### config.mk
export PLATFORM = sky130hd
export DESIGN_NAME = game_judger_n
export DESIGN_NICKNAME = d
export VERILOG_FILES = /design/src/rtl/game_judger_n_pkg.sv /design/src/rtl/judger_line_walker.sv /design/src/rtl/game_judger_n.sv
export SDC_FILE = /design/constraint.sdc
export NUM_CORES = 1
export LEC_CHECK = 0
export CAP_MARGIN = 20
export CORE_AREA = 5 5 75 77
export DETAILED_ROUTE_END_ITERATION = 8
export DIE_AREA = 0 0 80 82
export PLACE_DENSITY = 0.64
export SYNTH_ARGS = -nofsm -noshare
export SYNTH_HDL_FRONTEND = slang
export SYNTH_SLANG_ARGS = --single-unit
### constraint.sdc
create_clock -name clk -period 3.63 [get_ports clk]
set_input_delay 1.089 -clock clk [delete_from_list [all_inputs] [get_ports clk]]
set_output_delay 1.089 -clock clk [all_outputs]
set_load 0.005 [all_outputs]
### src/rtl/game_judger_n_pkg.sv
// rtl/game_judger_n_pkg.sv - shared encodings for the parametrised move judger
// Purpose: result codes, side codes, direction codes and FSM state type used
//          by game_judger_n and judger_line_walker.
// Ports  : none (package).
package game_judger_n_pkg;

   localparam logic [1:0] JUDGER_INVALID = 2'd0;
   localparam logic [1:0] JUDGER_VALID   = 2'd1;
   localparam logic [1:0] JUDGER_WIN     = 2'd2;

   localparam logic       SIDE_RED       = 1'b0;
   localparam logic       SIDE_GREEN     = 1'b1;

   localparam logic [1:0] DIR_H          = 2'd0;   // +x
   localparam logic [1:0] DIR_V          = 2'd1;   // +y
   localparam logic [1:0] DIR_D          = 2'd2;   // +x,+y
   localparam logic [1:0] DIR_AD         = 2'd3;   // +x,-y

   typedef enum logic [2:0] {
      ST_IDLE,
      ST_OCC,
      ST_OCC_CHK,
      ST_SCAN,
      ST_DRAIN,
      ST_DONE
   } judger_state_t;

endpackage

### src/rtl/judger_line_walker.sv
// rtl/judger_line_walker.sv - walks the 4 scan lines around a move, one cell per step
// Purpose: holds the cell index / direction counters and derives the current
//          cell coordinate plus its per-cell flags.
// Ports  : clk, rst_n      - clock, async active-low reset
//          i_step          - advance one cell; when low the walker rewinds to dir 0, first cell
//          i_pos           - move position {y,x}
//          o_coord         - current cell {y,x} (meaningless when o_offboard)
//          o_dir           - current direction code
//          o_offboard      - current cell lies outside the board
//          o_is_center     - current cell is the move itself
//          o_first         - first cell of a direction
//          o_last          - last cell of the last direction
module judger_line_walker
   import game_judger_n_pkg::*;
#(
   parameter int COORD_W = 3,
   parameter int WIN_LEN = 5
) (
   input  logic                 clk,
   input  logic                 rst_n,
   input  logic                 i_step,
   input  logic [2*COORD_W-1:0] i_pos,
   output logic [2*COORD_W-1:0] o_coord,
   output logic [1:0]           o_dir,
   output logic                 o_offboard,
   output logic                 o_is_center,
   output logic                 o_first,
   output logic                 o_last
);

   localparam int L     = 2*WIN_LEN - 1;
   localparam int IDX_W = COORD_W + 1;
   // Two spare bits: pos + k spans -(N-1)..2N-2, so no wrap can alias onto the board.
   localparam int SW    = COORD_W + 2;

   logic [IDX_W-1:0]     r_idx;
   logic [1:0]           r_dir;
   logic signed [SW-1:0] w_k;
   logic signed [SW-1:0] w_x0;
   logic signed [SW-1:0] w_y0;
   logic signed [SW-1:0] w_x;
   logic signed [SW-1:0] w_y;

   always_ff @(posedge clk or negedge rst_n) begin
      if (!rst_n) begin
         r_idx <= '0;
         r_dir <= '0;
      end else if (!i_step) begin
         r_idx <= '0;
         r_dir <= '0;
      end else if (r_idx == IDX_W'(L-1)) begin
         r_idx <= '0;
         r_dir <= r_dir + 2'd1;
      end else begin
         r_idx <= r_idx + IDX_W'(1);
      end
   end

   always_comb begin
      w_k  = $signed({1'b0, r_idx}) - $signed(SW'(WIN_LEN-1));
      w_x0 = $signed({2'b00, i_pos[COORD_W-1:0]});
      w_y0 = $signed({2'b00, i_pos[2*COORD_W-1:COORD_W]});
      w_x  = w_x0;
      w_y  = w_y0;
      case (r_dir)
         DIR_H:   w_x = w_x0 + w_k;
         DIR_V:   w_y = w_y0 + w_k;
         DIR_D:   begin w_x = w_x0 + w_k; w_y = w_y0 + w_k; end
         default: begin w_x = w_x0 + w_k; w_y = w_y0 - w_k; end
      endcase
   end

   // Any bit above the coordinate field (including sign) means off-board.
   assign o_offboard  = (w_x[SW-1:COORD_W] != '0) || (w_y[SW-1:COORD_W] != '0);
   assign o_coord     = {w_y[COORD_W-1:0], w_x[COORD_W-1:0]};
   assign o_dir       = r_dir;
   assign o_is_center = (r_idx == IDX_W'(WIN_LEN-1));
   assign o_first     = (r_idx == '0);
   assign o_last      = (r_dir == DIR_AD) && (r_idx == IDX_W'(L-1));

endmodule

### src/rtl/game_judger_n.sv
// rtl/game_judger_n.sv - parametrised board move judger (occupancy + N-in-a-row)
// Purpose: checks a proposed move against the board RAM, then scans 4 lines of
//          2*WIN_LEN-1 cells around it with fixed latency, reporting INVALID,
//          VALID or WIN with the winning direction and end cell.
// Ports  : clk, rst_n      - clock, async active-low reset
//          en              - level request, held until done, then dropped
//          color, pos      - mover side and position {y,x}
//          ram_rd_addr     - board RAM read address {y,x}
//          ram_data        - board RAM data, 1-cycle read latency
//          result, done    - judgement and its valid flag (held until en low)
//          win_dir,win_end - winning direction and completing cell
module game_judger_n
   import game_judger_n_pkg::*;
#(
   parameter int COORD_W = 3,
   parameter int WIN_LEN = 5,
   parameter int CNT_W   = 3
) (
   input  logic                 clk,
   input  logic                 rst_n,
   input  logic                 en,
   input  logic                 color,
   input  logic [2*COORD_W-1:0] pos,
   output logic [2*COORD_W-1:0] ram_rd_addr,
   input  logic [1:0]           ram_data,
   output logic [1:0]           result,
   output logic                 done,
   output logic [1:0]           win_dir,
   output logic [2*COORD_W-1:0] win_end
);

   judger_state_t        r_state;
   judger_state_t        w_next;

   logic [2*COORD_W-1:0] w_coord;
   logic [1:0]           w_dir;
   logic                 w_offboard;
   logic                 w_is_center;
   logic                 w_first;
   logic                 w_last;

   // Tag of the cell whose data arrives this cycle.
   logic                 r_tag_valid;
   logic                 r_tag_off;
   logic                 r_tag_center;
   logic                 r_tag_first;
   logic [1:0]           r_tag_dir;
   logic [2*COORD_W-1:0] r_tag_coord;

   logic [CNT_W-1:0]     r_run;
   logic [CNT_W-1:0]     w_run_next;
   logic                 w_match;
   logic                 w_win;

   logic [1:0]           r_result;
   logic                 r_done;
   logic [1:0]           r_win_dir;
   logic [2*COORD_W-1:0] r_win_end;

   judger_line_walker #(
      .COORD_W (COORD_W),
      .WIN_LEN (WIN_LEN)
   ) u_walker (
      .clk         (clk),
      .rst_n       (rst_n),
      .i_step      (r_state == ST_SCAN),
      .i_pos       (pos),
      .o_coord     (w_coord),
      .o_dir       (w_dir),
      .o_offboard  (w_offboard),
      .o_is_center (w_is_center),
      .o_first     (w_first),
      .o_last      (w_last)
   );

   // The move's own cell counts as the mover's stone; off-board cells never match.
   assign w_match = r_tag_center ||
                    (!r_tag_off && ((color == SIDE_RED) ? ram_data[1] : ram_data[0]));

   always_comb begin
      w_run_next = '0;
      if (w_match) begin
         w_run_next = r_tag_first ? CNT_W'(1) : r_run + CNT_W'(1);
      end
   end

   assign w_win = r_tag_valid && (w_run_next == CNT_W'(WIN_LEN));

   always_ff @(posedge clk or negedge rst_n) begin
      if (!rst_n) r_state <= ST_IDLE;
      else        r_state <= w_next;
   end

   always_comb begin
      w_next = r_state;
      case (r_state)
         ST_IDLE:    if (en && !r_done) w_next = ST_OCC;
         ST_OCC:     w_next = en ? ST_OCC_CHK : ST_IDLE;
         ST_OCC_CHK: begin
            if (!en)                   w_next = ST_IDLE;
            else if (ram_data != 2'b00) w_next = ST_DONE;
            else                       w_next = ST_SCAN;
         end
         ST_SCAN: begin
            if (!en)                   w_next = ST_IDLE;
            else if (w_win)            w_next = ST_DONE;
            else if (w_last)           w_next = ST_DRAIN;
         end
         ST_DRAIN:   w_next = en ? ST_DONE : ST_IDLE;
         ST_DONE:    if (!en) w_next = ST_IDLE;
         default:    w_next = ST_IDLE;
      endcase
   end

   always_comb begin
      ram_rd_addr = '0;
      if (r_state == ST_OCC)       ram_rd_addr = pos;
      else if (r_state == ST_SCAN) ram_rd_addr = w_coord;
   end

   always_ff @(posedge clk or negedge rst_n) begin
      if (!rst_n) begin
         r_tag_valid  <= 1'b0;
         r_tag_off    <= 1'b0;
         r_tag_center <= 1'b0;
         r_tag_first  <= 1'b0;
         r_tag_dir    <= '0;
         r_tag_coord  <= '0;
         r_run        <= '0;
         r_result     <= JUDGER_INVALID;
         r_done       <= 1'b0;
         r_win_dir    <= '0;
         r_win_end    <= '0;
      end else begin
         r_tag_valid  <= (r_state == ST_SCAN);
         r_tag_off    <= w_offboard;
         r_tag_center <= w_is_center;
         r_tag_first  <= w_first;
         r_tag_dir    <= w_dir;
         r_tag_coord  <= w_coord;

         if (r_state == ST_OCC_CHK)  r_run <= '0;
         else if (r_tag_valid)       r_run <= w_run_next;

         r_done <= (w_next == ST_DONE);

         if ((w_next == ST_DONE) && (r_state != ST_DONE)) begin
            if (r_state == ST_OCC_CHK) begin
               r_result <= JUDGER_INVALID;
            end else if (w_win) begin
               r_result  <= JUDGER_WIN;
               r_win_dir <= r_tag_dir;
               r_win_end <= r_tag_coord;
            end else begin
               r_result <= JUDGER_VALID;
            end
         end
      end
   end

   assign result  = r_result;
   assign done    = r_done;
   assign win_dir = r_win_dir;
   assign win_end = r_win_end;

endmodule

After elaboration in Yosys (flattened, before gate mapping):

Index checks and enable logic that the tools add are counted.

* add/subtract/negate cells: 7
* multiply operators: 0
* div/mod/pow operators: 0
* order comparisons: 0
* eq/ne operators: 14
* shifts and indexed selects: 0
* mux-type cells: 25
* bitwise logic cells: 1
* reductions and logical operators: 18

Operator list (count)
* 3-bit 2-to-1 mux: 12
* 3-bit one-hot mux with 6 select lines: 1
* 3-bit == test, second input constant: 4
* 6-bit 2-to-1 mux: 2
* 4-bit by 5-bit adder with 5-bit output: 2
* 2-bit 2-to-1 mux: 5
* 5-bit one-hot mux with 2 select lines: 1
* 4-bit 2-to-1 mux: 2
* 2-bit nonzero test: 4
* 3-bit by 2-bit == test with 1-bit output, second input constant: 2
* 1-bit logical AND: 5
* 5-bit 2-to-1 mux: 1
* 4-bit by 3-bit subtractor with 5-bit output, second input constant: 1
* 4-bit by 5-bit subtractor with 5-bit output: 1
* 4-bit by 1-bit adder with 4-bit output, second input constant: 1
* 2-bit == test, second input constant: 2
* 4-bit by 3-bit == test with 1-bit output, second input constant: 1
* 4-bit == test, second input constant: 1
* 4-bit zero test: 1
* 3-bit by 1-bit adder with 3-bit output, second input constant: 1
* 3-bit by 1-bit == test with 1-bit output, second input constant: 1
* 3-bit zero test: 1
* 3-bit != test, second input constant: 1
* 3-bit AND reduction: 1
* other kinds (9): 11

* bits in registers: 35
* latch bits: 0
* RAM bits: 0
* bits in read-only memories: 0
* bits of input ports: 12
* output and inout bits: 17
* word-level logic and storage cells: 79
* memories kept: 0

Depth between registers and ports, before layout:

Gate-level depths: netlist of the first run.

* depth in word-level cells: 12
* gate-level depth with buffers: 10
* depth with buffers taken out: 10

Modules after synthesis:

From an unflattened synthesis of the first run, not the netlist that was laid out.

* cells, all modules: 190
* area, all modules: 2039.5 µm²

Modules (own cells, without submodules)
* game_judger_n: instances 1, cells each 103, area each 1273.7 µm², seq. area each 725.7 µm²
* judger_line_walker: instances 1, cells each 87, area each 765.7 µm², seq. area each 150.1 µm²

Least setup slack after synthesis of the first run:

No wires, ideal clock.

* path kind: input-to-output
* start point: input port pos[0]
* end point: output port ram_rd_addr[1]
* arrival time: 2.208 ns
* required time: 2.541 ns
* setup slack: 0.333 ns
* cell stages on the path: 4
* buffers on the path: 0
* cell sequence: ha_1 > fa_1 > mux2_2 > a22o_1

* cells in the longest elaborated chain, start to end: 4

RTL lines
* from (decl): RTL line game_judger_n.sv:23 `input logic [2*COORD_W-1:0] pos,`
* 4-bit by 5-bit adder with 5-bit output: RTL line judger_line_walker.sv:66, judger_line_walker.sv:68, judger_line_walker.sv:69
* 5-bit 2-to-1 mux
* net u_walker.o_coord[1]: RTL line judger_line_walker.sv:23 `output logic [2*COORD_W-1:0] o_coord,`
* 6-bit 2-to-1 mux: RTL line game_judger_n.sv:118 `else if (r_state == ST_SCAN) ram_rd_addr = w_coord;`
* 6-bit 2-to-1 mux: RTL line game_judger_n.sv:117 `if (r_state == ST_OCC) ram_rd_addr = pos;`
* to (decl): RTL line game_judger_n.sv:24 `output logic [2*COORD_W-1:0] ram_rd_addr,`

The timed path passes the listed nets, and every way through them passes these cells.

Worst setup path in the final report of the first run:

* start point: input port pos[0]
* end point: output port ram_rd_addr[2]

The elaborated chain is that of the path after synthesis.

==> run metrics, run 1 <==
status completed; met3 usage 3.07%; Synth area leaders dfrtp_1 (42%), ha_1 (9.7%), mux2_2 (7.1%), nor2_1 (3.3%), xnor2_1 (3.0%); grt peak-use layer met2; met2 Use GR 26.7%; DRC 0; fin area 0.00281 mm2; CP startpoint pos[0]; crit path launch type input port; DRT Pass-1 Iters 4; worst setup path class input port to primary output; row cnt 26; CTS clk-pin slew, worst paths 0.08 ns; Layout Utilization 56.9%; WL final 4.62 mm; fin crit share 98.7%; Simple-Gate Fraction of Synth Area 17.0%; layout cells sized above 1 30.4%; area share of the largest cell type after synthesis 42.3%; count of final setup violators 0; Initial Util 41.9%; Worst VDD drop 0.131 mV; Post-synth EDFFs 0; met1 usage 19.6%; DP Worst Slack -0.707 ns; Vias/cell 5.04; hold_ws 0.469 ns; GPL Wtd Cong 0.773; Fin. Hold Viols 0; Pins Over Slew Limit 0; Synth cell types 42; core area 0.00494 mm2; TritonCTS clock tree yes; crit path DAT 2.50 ns; Least-Margin Pin Slew 0.513 ns; Post-Synth XOR/XNOR Area 3.81%; Crit. End Element primary output; Fmax 279 MHz; Layout fillers 440; Post-Syn Nets 224; Leakage 1.34 nW; first-iteration detailed-routing DRC count 64; Root Driver clkbuf_8; Slew Limit Headroom 65.7%; vias 1662; Power Total 0.000852 W; I/O Buffers 28; Crit path required time 2.54 ns; min cycle time layout 3.58 ns; GRT Overall Usage 15.8%; min-delay src r_tag_dir[1]; Post-Synthesis Cells 194; largest area contributor in the netlist dfrtp_1; Min-Delay Path Class register to register; clk buf depth 2; grt ovf 0; Critical R2R Launch u_walker.o_dir[1]; maxcap violations 0; Routed Antenna Nets 0; cell with the most instances after synthesis dfrtp_1; multiplexer area fraction after synthesis 9.01%; antenna violations before repair 0; clk_lat worst skew 0.29 ns; Adder-Cell Fraction of Synth Area 11.6%; crit-path max FO 3; HPWL after detailed placement 3.20 mm; Cell Pwr Density 303 mW/mm2; Avg Inst Size Synth 10.7 um2; I/O Pins 29; Synth top cells by count dfrtp_1 (35), nor2_1 (18), ha_1 (16), inv_1 (15), mux2_2 (13); clock skew 0.00930 ns; synthesis warning total 0; CTS Sinks 35; DIE WIDTH 80 um; Post-CTS Hold Fix Bufs 0; Synth Area in Compound Gates 12.4%; Synth Flop Type dfrtp_1; H-tree depth 2; Synth Register Bits 35; # diodes 0; Net count, final 289; Post-Syn Area 0.00207 mm2; largest net degree at the start of global routing 36; Area growth syn-to-layout 36.0%; wire per inst 14.0 um; Cell Area, Placed 0.00254 mm2; die height 82 um; register area share after synthesis 42.3%; vias in the first global route 1712; TritonCTS buffer count 5; Setup WS post-layout 0.0458 ns; first-pass GRT wire length 8.00 mm; largest family of logic cells by synthesized area simple AND/OR/NAND/NOR gates; asr flop ratio synth 100%; Die ar. 0.00656 mm2
## report_power, final
part,switching [W],internal (W)
registers,0.0000116,0.000406
clock network,0.000137,0.000135
logic,0.0000746,0.0000881
## critical path: stages
cell	delay, ns
buf_2	0.12
ha_4	0.16
fa_2	0.39
xnor2_1	0.14
o21ai_1	0.10
a22o_1	0.23
dlygate4sd2_1	0.26
## per-stage QoR
| step | cells | TNS, ns |
|---|---|---|
| 2_1_floorplan | 194 | 0 |
| 4_1_cts | 328 | 0 |
| 3_3_place_gp | 306 | -2.88 |
| 3_5_place_dp | 306 | -2.97 |
| 6_report | 330 | 0 |
| 5_1_grt | 330 | -0.000317 |
## sequential cells by signal (all words and copies together) (netlist names)
| signal | flops |
|---|---|
| done | 1 |
| r_run | 3 |
| r_state | 3 |
| r_tag_center | 1 |
| r_tag_coord | 6 |
| r_tag_dir | 2 |
| r_tag_first | 1 |
| r_tag_off | 1 |
| r_tag_valid | 1 |
| result | 2 |
| u_walker.o_dir | 2 |
| u_walker.r_idx | 4 |
| win_dir | 2 |
| win_end | 6 |
## worst paths after layout
kind	endpoint	slack, ns	cells past startpoint
max	ram_rd_addr[2]	0.05	7
min	win_dir[1]	0.47	1
max reg2reg	r_tag_coord[4]	0.17	20
min reg2reg	win_dir[1]	0.47	1
max in group asynchronous	u_walker.o_dir[0]	2.09	2
min in group asynchronous	r_state[0]	1.22	2
## logic make-up (layout without fill, tap and decap cells)
family,after synthesis,after routing
compound gates,36,36
xor+xnor,9,9
fa+ha+maj,18,18
buf+inv,18,84
flops,35,35
mux,17,17
simple gates,61,61
## per-layer routing
| layer | part of all wire [%] | vias to the layer above |
|---|---|---|
| met4 | 2.5 | 0 |
| met1 | 45 | 804 |
| met3 | 3.7 | 10 |
| li1 | - | 814 |
| met2 | 49 | 34 |
| met5 | 0 | - |
## final cells by class
| cell class | count | area, um2 | share of cell area, % |
|---|---|---|---|
| clock buffer | 7 | 76.3 | 2.71 |
| clock inverter | 1 | 5.00 | 0.178 |
| inverter | 15 | 56.3 | 2.00 |
| sequential | 35 | 876 | 31.1 |
| timing repair buffer | 61 | 513 | 18.2 |
| tap | 70 | 87.6 | 3.11 |
| multi-input combinational | 141 | 1200 | 42.6 |
## placed cells by master, fill, tap and decap left out, types with 7 or more instances in the layout
cell	n
a21oi_1	7
buf_4	33
clkdlybuf4s50_1	18
dfrtp_1	35
ha_1	11
inv_1	12
mux2_2	12
nand2_1	9
nor2_1	17
## repair_timing
item                       CTS  global route
pin swaps                    9             4
buffers inserted            14             2
setup endpoints to repair    6             5
gates resized for setup     33             8
Note: power is estimated with default switching activity, not from simulation.
==> run 2: changes to the inputs <==
CORE_AREA = 2 2 72 74   (was 5 5 75 77)
DIE_AREA = 0 0 74 76   (was 0 0 80 82)
==> run 2 against run 1 <==
Routed wire length fell by 13%. Clock power rose by 32%. Core utilization fell by 1.6 points. Cell count fell by 5.2%. Power rose by 8.1%. Critical path depth rose by 1. Die area fell by 14%. Worst setup slack improved by 0.029 ns. Sequential power barely moved. Global-route usage rose by 0.53 points. Combinational power fell by 13%. Critical endpoint is now ram_rd_addr[5]. Largest cell class unchanged. Highest routed layer unchanged.
==> run metrics, run 2 (synthesized netlist as in run 1, its figures left out) <==
I/O Pins 29; first-iteration detailed-routing DRC count 85; TritonCTS clock tree yes; Power Total 0.000921 W; grt peak-use layer met2; Post-Place Cells 305; vias in the first global route 1604; Root Driver clkbuf_8; die height 76 um; layout cells sized above 1 25.5%; GRT Overall Usage 16.3%; maxcap violations 0; Leakage 1.28 nW; Worst VDD drop 0.142 mV; worst setup path class input port to primary output; wire per inst 12.9 um; WL final 4.03 mm; Crit. End Element primary output; crit path launch type input port; largest net degree at the start of global routing 36; Area growth syn-to-layout 31.3%; DRT Pass-1 Iters 4; DIE WIDTH 74 um; commonest non-fill, non-tap cell in the layout dfrtp_1; H-tree depth 2; Vias/cell 4.96; clk buf depth 2; antenna violations before repair 0; Setup WS post-layout 0.0749 ns; I/O Buffers 28; Net count, final 272; status completed; most frequent cells in the layout dfrtp_1 (35), clkdlybuf4s50_1 (18), nor2_1 (17); DP Worst Slack -0.710 ns; clock skew 0.00322 ns; first-pass GRT wire length 7.13 mm; vias 1553; Post-CTS Setup Bufs 0; Pins Over Slew Limit 0; clk_lat worst skew 0.28 ns; count of final setup violators 0; Routed Antenna Nets 0; min cycle time layout 3.56 ns; CTS Sinks 35; met2 Use GR 26.0%; crit-path max FO 2; HPWL after detailed placement 3.07 mm; CTS clk-pin slew, worst paths 0.07 ns; Slew Limit Headroom 64.8%; row cnt 26; grt ovf 0; Final Non-Filler Cells 313; # diodes 0; TritonCTS buffer count 5; Min-Delay Path Class register to register; Die ar. 0.00562 mm2; Fin. Hold Viols 0; Initial Util 42.1%; GPL Wtd Cong 0.787; fin crit share 97.9%; crit path DAT 2.47 ns; Crit path required time 2.54 ns; Fmax 281 MHz; DRC 0; met3 usage 3.97%; met1 usage 21.0%; unrepaired setup endpoints after global routing false; core area 0.00491 mm2; Cell Pwr Density 339 mW/mm2; Least-Margin Pin Slew 0.526 ns
## run 2: power breakdown
part,switching [W],total [W],internal [W]
logic,0.0000663,0.000142,0.0000757
registers,0.0000140,0.000420,0.000406
clock network,0.000137,0.000359,0.000222
## run 2: layout make-up
type | instances | area [um2]
fillers | 425 | 2200
clock buffers | 6 | 82.6
well taps | 70 | 87.6
inverters | 15 | 56.3
repair buffers | 44 | 379
multi-input cells | 141 | 1200
clock inverters | 2 | 35.0
flip-flops and latches | 35 | 876
## run 2: final timing paths
| check | start | endpoint | slack (ns) | cells past startpoint |
|---|---|---|---|---|
| worst min-delay path | r_tag_coord[2] | win_end[2] | 0.48 | 1 |
| worst max-delay path | pos[3] | ram_rd_addr[5] | 0.07 | 8 |
| max in group asynchronous | rst_n | r_tag_center | 2.10 | 2 |
| min in group asynchronous | rst_n | win_end[0] | 1.22 | 2 |
| worst max register to register | r_state[2] | win_end[1] | 1.29 | 7 |
| worst min register to register | r_tag_coord[2] | win_end[2] | 0.48 | 1 |
## run 2: through the flow
step / hold WS [ns] / instance area, um2 / TNS [ns] / util, %
after global placement: 0.457 / 2530 / -2.88 / 51.6
after global routing: 0.492 / 2720 / 0 / 55.3
final: 0.475 / 2720 / 0 / 55.3
after CTS: 0.481 / 2690 / 0 / 54.8
after floorplan: 0.397 / 2070 / 0 / -
after detailed placement: 0.465 / 2530 / -2.97 / 51.6
## run 2: worst max-delay path, cell delays in order
cell and delay, ns:
buf_2 0.11, ha_4 0.13, inv_1 0.04, fa_2 0.34, xor2_1 0.18, o21ai_1 0.10
a22o_1 0.22, dlygate4sd2_1 0.25
## run 2: metal layers
layer  vias up  part of all wire, %
met2        25                   48
met5         -                    0
met4         0                  2.4
met3         8                  2.8
li1        773                    -
met1       747                   47
## run 2: repair_timing
item	4_1_cts	5_1_grt
pin swaps	7	4
endpoints found under the setup margin	6	4
resized for setup	29	9
hold buffers	0	0
cloned	0	0
